**config.mk**
```make
export PLATFORM = sky130hd
export DESIGN_NAME = pit_ctrl_word_unit_flat
export DESIGN_NICKNAME = d
export VERILOG_FILES = /design/src/rtl/pit_pkg.sv /design/src/rtl/pit_ctrl_word_unit_if.sv /design/src/rtl/pit_cw_channel.sv /design/src/rtl/pit_ctrl_word_unit.sv /design/src/flat_wrapper.sv
export SDC_FILE = /design/constraint.sdc
export NUM_CORES = 1
export LEC_CHECK = 0
export ABC_AREA = 1
export ABC_CLOCK_PERIOD_IN_PS = 1300
export CORE_UTILIZATION = 35
export CTS_BUF_LIST = sky130_fd_sc_hd__clkbuf_2
export CTS_CLUSTER_SIZE = 12
export DETAILED_ROUTE_END_ITERATION = 16
export SYNTH_ARGS = -nofsm -noshare
export SYNTH_HDL_FRONTEND = slang
export SYNTH_SLANG_ARGS = --single-unit
```
**constraint.sdc**
```tcl
create_clock -name clk -period 1.3 [get_ports clk]
set_input_delay 0.26 -clock clk [delete_from_list [all_inputs] [get_ports clk]]
set_output_delay 0.26 -clock clk [all_outputs]
set_load 0.005 [all_outputs]
```
**src/rtl/pit_pkg.sv**
```systemverilog
// pit_pkg: shared control-word field positions, encodings and mode folding.
package pit_pkg;
  localparam int SC_HI = 7;
  localparam int SC_LO = 6;
  localparam int RW_HI = 5;
  localparam int RW_LO = 4;
  localparam int M_HI = 3;
  localparam int M_LO = 1;
  localparam int BCD_BIT = 0;
  typedef enum logic [1:0] {
    RW_LATCH   = 2'b00,
    RW_LSB     = 2'b01,
    RW_MSB     = 2'b10,
    RW_LSB_MSB = 2'b11
  } rw_e;
  localparam logic [1:0] SC_READBACK = 2'b11;
  localparam logic [2:0] M0 = 3'd0;
  localparam logic [2:0] M1 = 3'd1;
  localparam logic [2:0] M2 = 3'd2;
  localparam logic [2:0] M3 = 3'd3;
  localparam logic [2:0] M4 = 3'd4;
  localparam logic [2:0] M5 = 3'd5;
  // Modes 6/7 are don't-care aliases of 2/3 on the 8254.
  function automatic logic [2:0] fold_mode(input logic [2:0] m, input logic en);
    return (en && m[2:1] == 2'b11) ? {1'b0, m[1:0]} : m;
  endfunction
  function automatic logic [5:0] fold_cw(input logic [5:0] cw, input logic en);
    return {cw[5:4], fold_mode(cw[3:1], en), cw[0]};
  endfunction
endpackage

```
**src/rtl/pit_ctrl_word_unit_if.sv**
```systemverilog
// pit_ctrl_word_unit_if: control-address bus between the bus interface and the control-word unit.
interface pit_ctrl_word_unit_if;
  logic       wr_en;
  logic [7:0] wr_data;
  logic       rd_en;
  logic [7:0] rd_data;
  modport master (output wr_en, output wr_data, output rd_en, input rd_data);
  modport slave (input wr_en, input wr_data, input rd_en, output rd_data);
endinterface

```
**src/rtl/pit_cw_channel.sv**
```systemverilog
// pit_cw_channel: one channel's stored control word and null-count flag.
module pit_cw_channel
  import pit_pkg::*;
#(
  parameter bit FOLD_MODES = 1'b1,
  parameter logic [5:0] RST_CW = 6'b11_000_0
) (
  input  logic       clk,
  input  logic       rst,
  input  logic       load,
  input  logic [5:0] cwIn,
  input  logic       countLoaded,
  output logic [5:0] cw,
  output logic       nullCnt
);
  always_ff @(posedge clk or posedge rst) begin
    if (rst) begin
      cw      <= fold_cw(RST_CW, FOLD_MODES);
      nullCnt <= 1'b1;
    end else begin
      if (load) cw <= fold_cw(cwIn, FOLD_MODES);
      nullCnt <= load | (nullCnt & ~countLoaded);
    end
  end
endmodule

```
**src/rtl/pit_ctrl_word_unit.sv**
```systemverilog
// pit_ctrl_word_unit: control-word decoder, per-channel register file and command pulse generator.
module pit_ctrl_word_unit
  import pit_pkg::*;
#(
  parameter int NUM_CH = 3,
  parameter bit FOLD_MODES = 1'b1,
  parameter logic [5:0] RST_CW = 6'b11_000_0
) (
  input  logic                  clk,
  input  logic                  rst,
  pit_ctrl_word_unit_if.slave   bus,
  input  logic [NUM_CH-1:0]     count_loaded_i,
  output logic [6*NUM_CH-1:0]   cw_o,
  output logic [NUM_CH-1:0]     cw_load_o,
  output logic [NUM_CH-1:0]     cnt_latch_o,
  output logic [NUM_CH-1:0]     sts_latch_o,
  output logic [NUM_CH-1:0]     null_cnt_o
);
  logic [1:0] sc;
  rw_e rw;
  logic isChan, isRb;
  logic [NUM_CH-1:0] loadNext, cntNext, stsNext;
  assign sc = bus.wr_data[SC_HI:SC_LO];
  assign rw = rw_e'(bus.wr_data[RW_HI:RW_LO]);
  assign isChan = bus.wr_en && int'(sc) < NUM_CH;
  assign isRb = bus.wr_en && sc == SC_READBACK;
  // Read-back bits are active-low requests: bit 5 = count, bit 4 = status.
  always_comb begin
    loadNext = '0;
    cntNext = '0;
    stsNext = '0;
    for (int i = 0; i < NUM_CH; i++) begin
      loadNext[i] = isChan && int'(sc) == i && rw != RW_LATCH;
      cntNext[i] = (isChan && int'(sc) == i && rw == RW_LATCH) ||
                   (isRb && bus.wr_data[M_LO+i] && !bus.wr_data[RW_HI]);
      stsNext[i] = isRb && bus.wr_data[M_LO+i] && !bus.wr_data[RW_LO];
    end
  end
  always_ff @(posedge clk or posedge rst) begin
    if (rst) begin
      cw_load_o   <= '0;
      cnt_latch_o <= '0;
      sts_latch_o <= '0;
      bus.rd_data <= '0;
    end else begin
      cw_load_o   <= loadNext;
      cnt_latch_o <= cntNext;
      sts_latch_o <= stsNext;
      if (bus.wr_en) bus.rd_data <= bus.wr_data;
    end
  end
  for (genvar g = 0; g < NUM_CH; g++) begin : gCh
    pit_cw_channel #(
      .FOLD_MODES(FOLD_MODES),
      .RST_CW    (RST_CW)
    ) uCh (
      .clk        (clk),
      .rst        (rst),
      .load       (loadNext[g]),
      .cwIn       (bus.wr_data[5:0]),
      .countLoaded(count_loaded_i[g]),
      .cw         (cw_o[6*g+:6]),
      .nullCnt    (null_cnt_o[g])
    );
  end
endmodule
```
**src/flat_wrapper.sv**
```systemverilog
// flat-port wrapper written by rule: the top's interface ports become plain ports
module pit_ctrl_word_unit_flat import pit_pkg::*;
#(
  parameter int NUM_CH = 3,
  parameter bit FOLD_MODES = 1'b1,
  parameter logic [5:0] RST_CW = 6'b11_000_0
)
  (clk, rst, count_loaded_i, cw_o, cw_load_o, cnt_latch_o, sts_latch_o, null_cnt_o, bus_wr_en, bus_wr_data, bus_rd_en, bus_rd_data);
  pit_ctrl_word_unit_if bus_i ();
  input  logic clk;
  input  logic rst;
  input  logic [NUM_CH-1:0] count_loaded_i;
  output logic [6*NUM_CH-1:0] cw_o;
  output logic [NUM_CH-1:0] cw_load_o;
  output logic [NUM_CH-1:0] cnt_latch_o;
  output logic [NUM_CH-1:0] sts_latch_o;
  output logic [NUM_CH-1:0] null_cnt_o;
  input wire logic [$bits(bus_i.wr_en)-1:0] bus_wr_en;
  input wire logic [$bits(bus_i.wr_data)-1:0] bus_wr_data;
  input wire logic [$bits(bus_i.rd_en)-1:0] bus_rd_en;
  output wire logic [$bits(bus_i.rd_data)-1:0] bus_rd_data;
  assign bus_i.wr_en = bus_wr_en;
  assign bus_i.wr_data = bus_wr_data;
  assign bus_i.rd_en = bus_rd_en;
  assign bus_rd_data = bus_i.rd_data;
  pit_ctrl_word_unit #(.NUM_CH(NUM_CH), .FOLD_MODES(FOLD_MODES), .RST_CW(RST_CW)) u_core (.clk(clk), .rst(rst), .bus(bus_i), .count_loaded_i(count_loaded_i), .cw_o(cw_o), .cw_load_o(cw_load_o), .cnt_latch_o(cnt_latch_o), .sts_latch_o(sts_latch_o), .null_cnt_o(null_cnt_o));
endmodule
```
Yosys cells after proc, flatten, opt, wreduce, memory -nomap -nowiden

Cells that the tools add are included.

Bits in registers: 38
Input port bits: 15
Output and inout port bits: 38

Order comparisons: 1
Equal/unequal tests: 4
Muxes and demuxes: 1
Bitwise logic cells: 9
Reductions and logical operators: 28

Operators with widths:

| operator                                   | count |
|---|---|
| 1-bit logical AND                          | 20 |
| 2-bit == test (second input constant)      | 4 |
| 2-bit zero test                            | 2 |
| 1-bit bitwise AND                          | 3 |
| 1-bit logical OR                           | 3 |
| 3-bit two-way mux                          | 1 |
| 1-bit NOT                                  | 3 |
| 1-bit OR                                   | 3 |
| 1-bit zero test                            | 2 |
| 2-bit < comparator (second input constant) | 1 |
| 2-bit nonzero test                         | 1 |

Longest topological paths before layout

Depth in word-level cells: 5
Depth in mapped cells: 6

Modules after synthesis

Synthesis repeated with hierarchy kept, for this count alone.

Cell total of the unflattened synthesis: 155
Area total of the unflattened synthesis: 1457.6 um^2

Modules (own cells, without submodules):

| module             | instances | cells each | area an instance (um^2) |
|---|---|---|---|
| pit_cw_channel     | 3         | 30         | 267.8 |
| pit_ctrl_word_unit | 1         | 65         | 654.4 |

Least setup slack after synthesis

No wires, ideal clock.

Kind: input -> register
Start: in bus_wr_data[4]
End: reg u_core.gCh[0].uCh.cw[0]
Library setup time: 0.117 ns
Arrival time: 0.867 ns
Data required time: 1.183 ns
Slack: 0.316 ns
Cell stages on the path: 6
Path buffers: 1
Path through: buf_2 > inv_1 > nand2_2 > nand3_2 > nand2_1 > nand2_1

Longest elaborated chain between the ends: 2

RTL lines:

| element              | RTL line                 | RTL |
|---|---|---|
| start, declared      | flat_wrapper.sv:19       | `input wire logic [$bits(bus_i.wr_data)-1:0] bus_wr_data;` |
| 2-bit nonzero test   | pit_ctrl_word_unit.sv:33 | `loadNext[i] = isChan && int'(sc) == i && rw != RW_LATCH;` |
| 1-bit logical AND    | pit_ctrl_word_unit.sv:33 |  |
| end signal, assigned | pit_cw_channel.sv:18     | `cw <= fold_cw(RST_CW, FOLD_MODES);` |
| end signal, assigned | pit_cw_channel.sv:21     | `if (load) cw <= fold_cw(cwIn, FOLD_MODES);` |
| end, declared        | pit_cw_channel.sv:13     | `output logic [5:0] cw,` |

No other way between the ends.
A chain may end at the register's enable or synchronous reset.

Worst setup path after layout

Start: reg u_core.gCh[0].uCh.cw[5]
End: out cw_o[5]

RTL lines:

| element       | RTL line           | RTL |
|---|---|---|
| end, declared | flat_wrapper.sv:13 | `output logic [6*NUM_CH-1:0] cw_o;` |

No word-level cell between the ends.

==> summary.txt <==
Run status
  • Status: finished with violations
  • Violated checks: negative setup slack

Critical path
  • Worst R2R Start: u_core.gCh[1].uCh.nullCnt$_DFF_PP1_
  • WP depth: 1
  • Worst path required time: roughly 1.0 ns
  • Slowest cell on crit path: dfstp_2
  • Worst R2R Setup Slack: 0.39 ns
  • Worst-path fanout max: 2
  • CP startpoint kind: register
  • Worst r2r path cells: 3
  • CP top delay family: flip-flops
  • Reg-to-Reg End: u_core.gCh[1].uCh.nullCnt$_DFF_PP1_
  • Crit path to: cw_o[5]
  • Crit path kind: register to output pin
  • Critical Path End Type: output pin
  • Arrival time worst endpoint: between 1 and 1.5 ns
  • Worst path bufs/invs: 1
  • CP startpoint: u_core.gCh[0].uCh.cw[5]$_DFFE_PP1P_
  • CP peak stage delay: roughly 0.57 ns
  • Crit path cell chain: buf_2

Place
  • Post-Place Worst Slack: -0.230 ns
  • PortBufs: 51
  • RePlAce Congestion: 0.845
  • DP HPWL: 2710 um

GRT
  • Initial antenna violation count: 0
  • Gr ovfl total: 0
  • Vias in the first global route: ~1300
  • Largest net degree at the start of global routing: 39
  • GRT Overall Usage: 17.8%
  • First-pass GRT wire length: 5750 um

Timing
  • Slew Viols, Final: 0
  • Post-route minimum period: between 1 and 1.5 ns
  • Slew headroom: 80.0%
  • Hold WS: 0.194 ns
  • Clock Skew: 0 ns
  • Setup tns final: -0.0756 ns
  • Final setup fails: 8
  • Setup WS post-layout: -0.0211 ns
  • Fin. Hold Viols: 0
  • Part of the cycle the worst path needs: 102%
  • Worst slew pin tran: 0.299 ns
  • Fmax: 0.757 GHz
  • RSZ-0062 raised after global routing: yes

Clocking
  • H-tree depth: 2
  • CTS max path bufs: 2
  • Root buffer cell: clkbuf_2
  • TritonCTS Buffers: 5
  • Num Clock Sinks: 38
  • Clk_lat worst skew: 0.39 ns
  • Clock slew at reported path FFs: 0.17 ns
  • TritonCTS clock tree: yes

Finish
  • Commonest non-fill, non-tap cell in the layout: nand2_1
  • Net count reported at finish: 255
  • Commonest non-fill, non-tap cells in the layout: 64 x nand2_1, 29 x clkbuf_2, 29 x dfrtp_1
  • Final Util: 53.9%
  • Area growth syn-to-layout: 45.9%
  • Fraction of layout cells with a size suffix above 1: 36.9%
  • Diode count: 0
  • Fillcell total: 385

Yosys
  • Mapped Nets: approximately 170
  • Area contributors post-synth: dfrtp_1 49%, nand2_1 16%, dfstp_2 16%, inv_1 3.5%, o21ai_0 3.4%
  • Synth area leader: dfrtp_1
  • Area share of the largest cell type after synthesis: 48.8%
  • Mean cell area of the mapped netlist: 9.42 um^2
  • Synth Instances: approximately 160
  • Register area share after synthesis: 64.7%
  • Post-synthesis register bit count: 38
  • Total number of yosys warnings: 0
  • Synthesized cell area: between 0.001 and 0.0015 mm^2
  • Synth cell types: 14

Die
  • Total die area: 0.00452 mm^2
  • FP Rows: 23
  • Die Y: 67.2 um
  • DIE WIDTH: around 67 um
  • Num ports: 53
  • Initial core utilization: 36.9%
  • Core area: 0.00403 mm^2

Pwr
  • Peak supply drop: 0.535 mV
  • Pleak: approximately 1.2 nW
  • Total power: 2.48 mW
  • Power Density: around 1100 mW/mm^2

Routing
  • DRT Pass-1 Iters: 4
  • Final WL: 3630 um
  • Routed len/inst: 12.5 um
  • Via count: 1288
  • Routed Antenna Nets: 0
  • Via/cell ratio: 4.43
  • DRC: 0
  • Initial drt markers: 79

Job
  • Max cap viols: 0

Hold path
  • Hold/Removal Path Class: input port to asynchronous set/reset pin
## cell families after synthesis
family | after synthesis | synth area share, %
AOI/OAI and AO/OA | 10 | 3.36
and+or+nand+nor | 90 | 26.0
buffers and inverters | 20 | 5.97
DFF | 38 | 64.7
## sequential cells by signal, indices dropped and copies added (netlist names)
signal,count
u_core.bus.rd_data,8
u_core.cnt_latch_o,3
u_core.cw_load_o,3
u_core.gCh.uCh.cw,18
u_core.gCh.uCh.nullCnt,3
u_core.sts_latch_o,3
## final cells by class
| cell class | instances | area [um^2] | share of cell area [%] |
|---|---|---|---|
| Inverter | 15 | 56.3 | 2.59 |
| Timing Repair Buffer | 80 | 613 | 28.2 |
| Sequential cell | 38 | 962 | 44.3 |
| Multi-Input combinational cell | 100 | 437 | 20.1 |
| Clock buffer | 8 | 40.0 | 1.84 |
| Tap cell | 50 | 62.6 | 2.88 |
## report_power, final
part | internal [mW] | switching (mW) | total [mW]
Combinational | 0.303 | 0.248 | 0.550
Sequential | 1.35 | 0.0724 | 1.42
Clock | 0.159 | 0.355 | 0.513
Total | 1.81 | 0.675 | 2.48
## how the worst min path moves through the flow
| stage | startpoint | to | slack, ns | cells past startpoint |
|---|---|---|---|---|
| after floorplan | count_loaded_i[0] | u_core.gCh[0].uCh.nullCnt$_DFF_PP1_ | 0.32 | 1 |
| after global placement | u_core.gCh[1].uCh.cw[3]$_DFFE_PP0P_ | u_core.gCh[1].uCh.cw[3]$_DFFE_PP0P_ | 0.45 | 2 |
| after detailed placement | u_core.gCh[1].uCh.cw[4]$_DFFE_PP1P_ | u_core.gCh[1].uCh.cw[4]$_DFFE_PP1P_ | 0.46 | 2 |
| after CTS | rst | u_core.gCh[0].uCh.cw[1]$_DFFE_PP0P_ | 0.18 | 3 |
| after global routing | rst | u_core.gCh[0].uCh.cw[1]$_DFFE_PP0P_ | 0.19 | 3 |
| final | rst | u_core.gCh[0].uCh.cw[1]$_DFFE_PP0P_ | 0.19 | 3 |
## cells in the mapped netlist (all sizes together)
library cell and n:
nand2 65, dfrtp 29, inv 15, nand3 12
nor2 10, o21ai 10, dfstp 9, buf 5
nor3 3
## per-layer routing
metal	share of wire (%)	track usage, %	wire [um]	up-vias
met5	0	0	0	-
met4	2.0	10.4	74	0
met3	6.4	5.41	231	8
met2	48	28.2	1750	33
met1	44	21.4	1580	601
li1	-	-	-	646
## metrics by stage
| step | area, um^2 | cells |
|---|---|---|
| 2_1_floorplan | 1490 | 158 |
| 3_3_place_gp | 2200 | 275 |
| 3_5_place_dp | 2200 | 275 |
| 4_1_cts | 2230 | 289 |
| 5_1_grt | 2170 | 291 |
| 6_report | 2170 | 291 |
## repair_timing
action                     in CTS  in global routing
setup buffers                   6                  2
hold buffers                    0                  0
setup endpoints to repair      38                 31
resized for setup             100                 26
(Power assumes the default switching activity.)
